**src/rtl/radix2_divider.sv**
```systemverilog
// Sequential restoring radix-2 divider returning floor(dividend * 2^FRACTION_WIDTH / divisor)
// over AXI-Stream style handshakes. One quotient bit per clock, fixed latency.
//
// state | meaning
// IDLE  | both operand channels ready, waiting for dividend and divisor together
// CALC  | one restoring step per edge, down-counter from QW-1 to 0
// DONE  | result presented, held until the downstream handshake completes
module radix2_divider #(
  parameter int DIVIDEND_WIDTH = 13,
  parameter int DIVISOR_WIDTH  = 13,
  parameter int FRACTION_WIDTH = 8,
  parameter int DOUT_WIDTH     = 24
) (
  input  logic                      i_clock,
  input  logic                      i_reset_n,
  input  logic                      s_axis_dividend_tvalid,
  output logic                      s_axis_dividend_tready,
  input  logic [DIVIDEND_WIDTH-1:0] s_axis_dividend_tdata,
  input  logic                      s_axis_divisor_tvalid,
  output logic                      s_axis_divisor_tready,
  input  logic [DIVISOR_WIDTH-1:0]  s_axis_divisor_tdata,
  output logic                      m_axis_dout_tvalid,
  input  logic                      m_axis_dout_tready,
  output logic [DOUT_WIDTH-1:0]     m_axis_dout_tdata,
  output logic                      m_axis_dout_tuser
);

  localparam int QW = DIVIDEND_WIDTH + FRACTION_WIDTH;
  localparam int RW = DIVISOR_WIDTH + 1;
  localparam int CW = $clog2(QW);
  localparam logic [CW-1:0] CNT_LOAD = CW'(QW - 1);
  localparam logic [CW-1:0] CNT_FRAC = CW'(FRACTION_WIDTH);

  typedef enum logic [1:0] {IDLE, CALC, DONE} state_t;

  state_t state, state_nxt;

  logic [DIVIDEND_WIDTH-1:0] n_reg;
  logic [DIVISOR_WIDTH-1:0]  d_reg;
  logic [RW-1:0]             r_reg;
  logic [QW-1:0]             q_reg;
  logic [CW-1:0]             cnt;
  logic                      armed;

  logic          in_ready;
  logic          accept;
  logic          next_bit;
  logic          q_bit;
  logic [RW-1:0] d_ext;
  logic [RW-1:0] t_val;
  logic [RW-1:0] t_sub;

  // armed keeps the inputs blocked until the first edge after reset release
  assign in_ready = (state == IDLE) && armed;
  assign accept   = in_ready && s_axis_dividend_tvalid && s_axis_divisor_tvalid;

  // Dividend bits feed the first DIVIDEND_WIDTH steps, zeros feed the fraction steps
  assign next_bit = (cnt >= CNT_FRAC) ? n_reg[DIVIDEND_WIDTH-1] : 1'b0;
  assign d_ext    = {1'b0, d_reg};
  assign t_val    = RW'({r_reg, next_bit});
  assign t_sub    = t_val - d_ext;
  assign q_bit    = (t_val >= d_ext);

  always_ff @(posedge i_clock or negedge i_reset_n) begin
    if (!i_reset_n) begin
      state <= IDLE;
    end else begin
      state <= state_nxt;
    end
  end

  always_comb begin
    state_nxt = state;
    case (state)
      IDLE:    if (accept) state_nxt = CALC;
      CALC:    if (cnt == '0) state_nxt = DONE;
      DONE:    if (m_axis_dout_tready) state_nxt = IDLE;
      default: state_nxt = IDLE;
    endcase
  end

  always_ff @(posedge i_clock or negedge i_reset_n) begin
    if (!i_reset_n) begin
      n_reg <= '0;
      d_reg <= '0;
      r_reg <= '0;
      q_reg <= '0;
      cnt   <= '0;
      armed <= 1'b0;
    end else begin
      armed <= 1'b1;
      if (accept) begin
        n_reg <= s_axis_dividend_tdata;
        d_reg <= s_axis_divisor_tdata;
        r_reg <= '0;
        q_reg <= '0;
        cnt   <= CNT_LOAD;
      end else if (state == CALC) begin
        n_reg <= n_reg << 1;
        r_reg <= q_bit ? t_sub : t_val;
        q_reg <= {q_reg[QW-2:0], q_bit};
        cnt   <= cnt - CW'(1);
      end
    end
  end

  assign s_axis_dividend_tready = in_ready;
  assign s_axis_divisor_tready  = in_ready;
  assign m_axis_dout_tvalid     = (state == DONE);
  assign m_axis_dout_tdata      = DOUT_WIDTH'(q_reg);
  assign m_axis_dout_tuser      = (state == DONE) && (d_reg == '0);

endmodule

```
**config.mk**
```make
export PLATFORM = sky130hd
export DESIGN_NAME = radix2_divider
export DESIGN_NICKNAME = d
export VERILOG_FILES = /design/src/rtl/radix2_divider.sv
export SDC_FILE = /design/constraint.sdc
export NUM_CORES = 1
export LEC_CHECK = 0
export ABC_AREA = 1
export BUFFER_PORTS_ARGS = -buffer_cell sky130_fd_sc_hd__buf_4
export CAP_MARGIN = 5
export CORE_UTILIZATION = 61
export DETAILED_ROUTE_END_ITERATION = 7
export GPL_TIMING_DRIVEN = 0
export HOLD_SLACK_MARGIN = 0.05
export PLACE_DENSITY = 0.85
export SETUP_SLACK_MARGIN = 0.02
export SYNTH_ARGS = -nofsm -noshare
export SYNTH_HDL_FRONTEND = slang
export SYNTH_SLANG_ARGS = --single-unit
export TNS_END_PERCENT = 100
```
**constraint.sdc**
```tcl
create_clock -name i_clock -period 3.18 [get_ports i_clock]
set_clock_uncertainty 0.1 [all_clocks]
set_input_delay 0.477 -clock i_clock [delete_from_list [all_inputs] [get_ports i_clock]]
set_output_delay 0.477 -clock i_clock [all_outputs]
set_load 0.03 [all_outputs]
```
# After elaboration in Yosys (flattened, before gate mapping)
# Cells that the tools add are included.
totals:
  ff_bits: 68
  inputBits: 31
  out_inout_bits: 28
  wordCells: 39
op_classes:
  addsub: 2
  order_cmp: 2
  n_eq_ne: 5
  mux: 14
  reduce_logical: 9
ops:
  columns: ["cell", "count"]
  rows:
  - ["2-to-1 mux 13 bit", 5]
  - ["2-to-1 mux 21 bit", 2]
  - [">= comparator 14 x 13 -> 1 bit", 1]
  - ["zero test 13 bit", 1]
  - ["subtractor 13 bit", 1]
  - ["2-to-1 mux 5 bit", 2]
  - ["2-to-1 mux 2 bit", 3]
  - ["case mux 2 bit (3 select lines)", 1]
  - [">= comparator 5 x 4 -> 1 bit, second input constant", 1]
  - ["zero test 5 bit", 1]
  - ["subtractor 5 x 1 -> 5 bit, second input constant", 1]
  - ["logical AND 1 bit", 4]
  - ["!= test 2 bit, second input constant", 2]
  - ["AND reduction 3 bit", 1]
  - ["equality test 2 x 1 -> 1 bit, second input constant", 1]
  - ["equality test 2 bit, second input constant", 1]
  - ["zero test 2 bit", 1]
  - ["!= test 2 x 1 -> 1 bit, second input constant", 1]
  - ["nonzero test 2 bit", 1]
  - ["2-to-1 mux 1 bit", 1]

# Longest topological paths before layout
depth:
  word_depth: 6
  mapped_depth: 12
  ltp_nobuf: 12

# Worst setup path after synthesis
# Ideal clock, no wire load.
synth_path:
  path_type: "reg-to-output"
  from: "register state[0]"
  to: "output port m_axis_dout_tuser"
  t_arrival_ns: 1.770
  required_ns: 2.603
  slack_ns: 0.833
  path_stages_with_launch: 6
  n_path_buf: 0
  cell_sequence: "dfrtp_1 inv_2 nand2_1 inv_1 nand4_1 nor4_1"
synth_between:
  elab_chain_cells: 2
synth_lines:
  columns: ["item", "line", "source"]
  rows:
  - ["from (decl)", "36", "state_t state, state_nxt;"]
  - ["from (signal assigned)", "68", "state <= state_nxt;"]
  - ["equality test 2 bit", null, null]
  - ["via m_axis_dout_tvalid", "22", "output logic m_axis_dout_tvalid,"]
  - ["logical AND 1 bit", "111", "assign m_axis_dout_tuser = (state == DONE) && (d_reg == '0);"]
  - ["to (decl)", "25", "output logic m_axis_dout_tuser"]
# The timed path passes the listed nets, and every way through them passes these cells.

# Worst setup path in the final report
layout_path:
  from: "register cnt[3]"
  to: "register r_reg[8]"
layout_between:
  elab_chain_cells: 6
  elab_cells_between_ends: 7
  cone_classes: "1 x add/sub; 2 x order compare; 4 x mux"
layout_lines:
  columns: ["item", "line", "source"]
  rows:
  - ["from (decl)", "42", "logic [CW-1:0] cnt;"]
  - ["from (signal assigned)", "102", "cnt <= cnt - CW'(1);"]
  - [">= comparator 5 x 4 -> 1 bit *", "58", "assign next_bit = (cnt >= CNT_FRAC) ? n_reg[DIVIDEND_WIDTH-1] : 1'b0;"]
  - ["2-to-1 mux 1 bit *", "58", null]
  - ["subtractor 13 bit or >= comparator 14 x 13 -> 1 bit (tied branches)", "61, 62", null]
  - ["2-to-1 mux 13 bit *", "100", "r_reg <= q_bit ? t_sub : t_val;"]
  - ["2-to-1 mux 13 bit *", "98", "end else if (state == CALC) begin"]
  - ["2-to-1 mux 13 bit *", "92", "if (accept) begin"]
  - ["to (signal assigned)", "100", null]
  - ["to (decl)", "40", "logic [RW-1:0] r_reg;"]
# Every way passes the cells marked *; elsewhere a longest branch is shown, timed or not. The select of a mux whose other input is x is not followed.
# A chain may end at the register's enable or synchronous reset.

==> flow_summary.toml <==
[global_routing]
grt_usage_pct = 30.2
antenna_found_initial = 0
grt_pass1_vias = 3291
grt_max_degree = 69
grt_overflow = 0
grt_first_pass_wirelength_um = 14800

[clock_network]
cts_hold_buf = 0
cts_max_level = 3
root_buffer = "clkbuf_8"
cts_tree = "done"
cts_setup_buffers = 0
path_clk_slew_ns = 0.07
clk_latency_ns = 0.35
clock-sinks = 68
cts_buffer_depth = 2
cts_resized = 0
cts_made_buffers = 9

[power]
ir_drop_uv = 748
power_w = 0.00573
leakagePower_nw = 2.51
p_per_area_nw_per_um2 = 1250

[worst_setup_path]
endpoint_kind = "flop"
cp-start-kind = "flop"
worst-path-max-fanout = 10
cp.arrival_ns = 2.54
crit_required_ns = 3.31
crit_type = "flop to flop"

[yosys]
yosysTopAreaCellShare_pct = 44.9
synth_common_cells = "147 x nand2_1, 81 x inv_1, 68 x dfrtp_1, 23 x nand3_1, 21 x o22ai_1"
synth_edf_count = 0
async_flop_share_pct = 100
seq_area_frac_synth_pct = 44.9
yosys_warnings = 0
syn_area_per_cell_um2 = 7.90
ys_ff_latch = 68
synth_area_leaders = "dfrtp_1 45%, nand2_1 15%, inv_1 8.0%"
synth_top_area_cell = "dfrtp_1"
synth_cells = 480
ys_types = 34
synth_area_um2 = 3790
yosysMostFrequentCell = "nand2_1"
ys.flop_type = "dfrtp_1"

[layout]
design_area_um2 = 4570
largest_reg_flops = 21
fin_cells = 628
seq_area_um2 = 1700
nFillCells = 431
antennaDiodeCount = 0
area_delta_synth_final_pct = 20.6
drive_gt1_share_pct = 20.1
finalNetCount = 595
multi_input_area_um2 = 1630

[die]
ios = 59
coreArea_um2 = 5960
num_rows = 28
initial_core_util_pct = 63.7
fp.dieW_um = 80.9
dieArea_um2 = 6540
die_h_um = 80.9

[placement]
place_area_um2 = 4310
portBuffers = 55
place_hpwl_um = 6430
dp_cells = 612
gp_congestion = 0.901

[min_path]
hp-class = "primary input to asynchronous set/reset pin"

[timing]
whs_ns = 0.112
hold_violations = 0
final.setup.tns_ns = 0
final_max_slew_viol_count = 0
slew_headroom_pct = 44.3
post-route-min-period_ns = 2.40
period_share_pct = 75.6
rsz0062_at_grt = "false"
worst_slew_pin_slew_ns = 0.835
setup_viol = 0
max_freq_mhz = 416

[drt]
wl_per_cell_um = 14.4
vias = 3440
dr.pass1.iters = 5
drtIter0Drc = 279
drtAntennaViolNets = 0
drc = 0
wl_um = 9020
via_per_inst = 5.48

[run]
drv_cap = 0

[status]
status = "finished, final reports clean"
==> routing by layer <==
layer  GRT usage [%]  wire length (um)
met2            49.9              4340
met4            11.6               227
met1            35.9              3810
met5               0                 0
met3            10.7               638
==> per-stage QoR <==
step	setup WS [ns]	utilization, %
floorplan	0.833	-
global placement	0.904	72.3
detailed placement	0.855	72.3
CTS	0.786	76.8
global route	0.614	76.8
finish	0.775	76.8
==> final cells by class <==
cell class / instances / share of cell area, %
buffer: 20 / 2.82
inverter: 90 / 7.39
sequential: 68 / 37.2
tap: 75 / 2.05
timing repair buffer: 55 / 9.03
clock inverter: 4 / 2.63
multi-input combinational: 304 / 35.7
clock buffer: 12 / 3.17
==> power by group <==
part           total (W)  switching (W)  internal, W
logic            0.00329        0.00211      0.00119
registers        0.00149       0.000244      0.00124
clock network   0.000952       0.000329     0.000623
==> cells by family (layout without fill, tap and decap cells) <==
logic type,after synthesis,after routing,synth area share (%)
fa+ha+maj,16,16,5.48
other cells,2,4,0.198
flops,68,68,44.9
compound gates,59,59,9.50
xor+xnor,7,7,1.62
simple gates,218,218,26.0
buf+inv,110,181,12.3
==> cell usage in the layout, fill, tap and decap left out, types with 6 or more instances in the layout <==
master and n:
clkbuf_8 10, o21ai_0 17, nand2_1 147, buf_4 59, nand4_1 16, a22oi_1 12
dfrtp_1 68, inv_1 81, nand3_2 6, ha_1 15, buf_2 10, nand3_1 23
inv_2 9, o22ai_1 21, nor2_1 14
==> final timing paths <==
check | slack (ns) | from | end | depth (start not counted)
hold reg to reg | 0.39 | n_reg[1] | n_reg[1] | 2
max in group asynchronous | 2.30 | i_reset_n | r_reg[11] | 1
setup / recovery | 0.78 | cnt[3] | r_reg[8] | 11
setup reg to reg | 0.78 | cnt[3] | r_reg[8] | 11
min in group i_clock | 0.23 | m_axis_dout_tready | state[1] | 2
hold / removal | 0.11 | i_reset_n | r_reg[7] | 1
==> worst max-delay path: stages, from the launching register on <==
cell     delay [ns]
dfrtp_1        0.42
o21ai_0        0.32
ha_1           0.26
fa_1           0.22
inv_1          0.07
nand2_1        0.08
nand3_2        0.12
nand2_2        0.12
buf_2          0.25
nand4_1        0.13
nand3_1        0.12
nand2_1        0.07
Power figures use the tool's default switching activity.
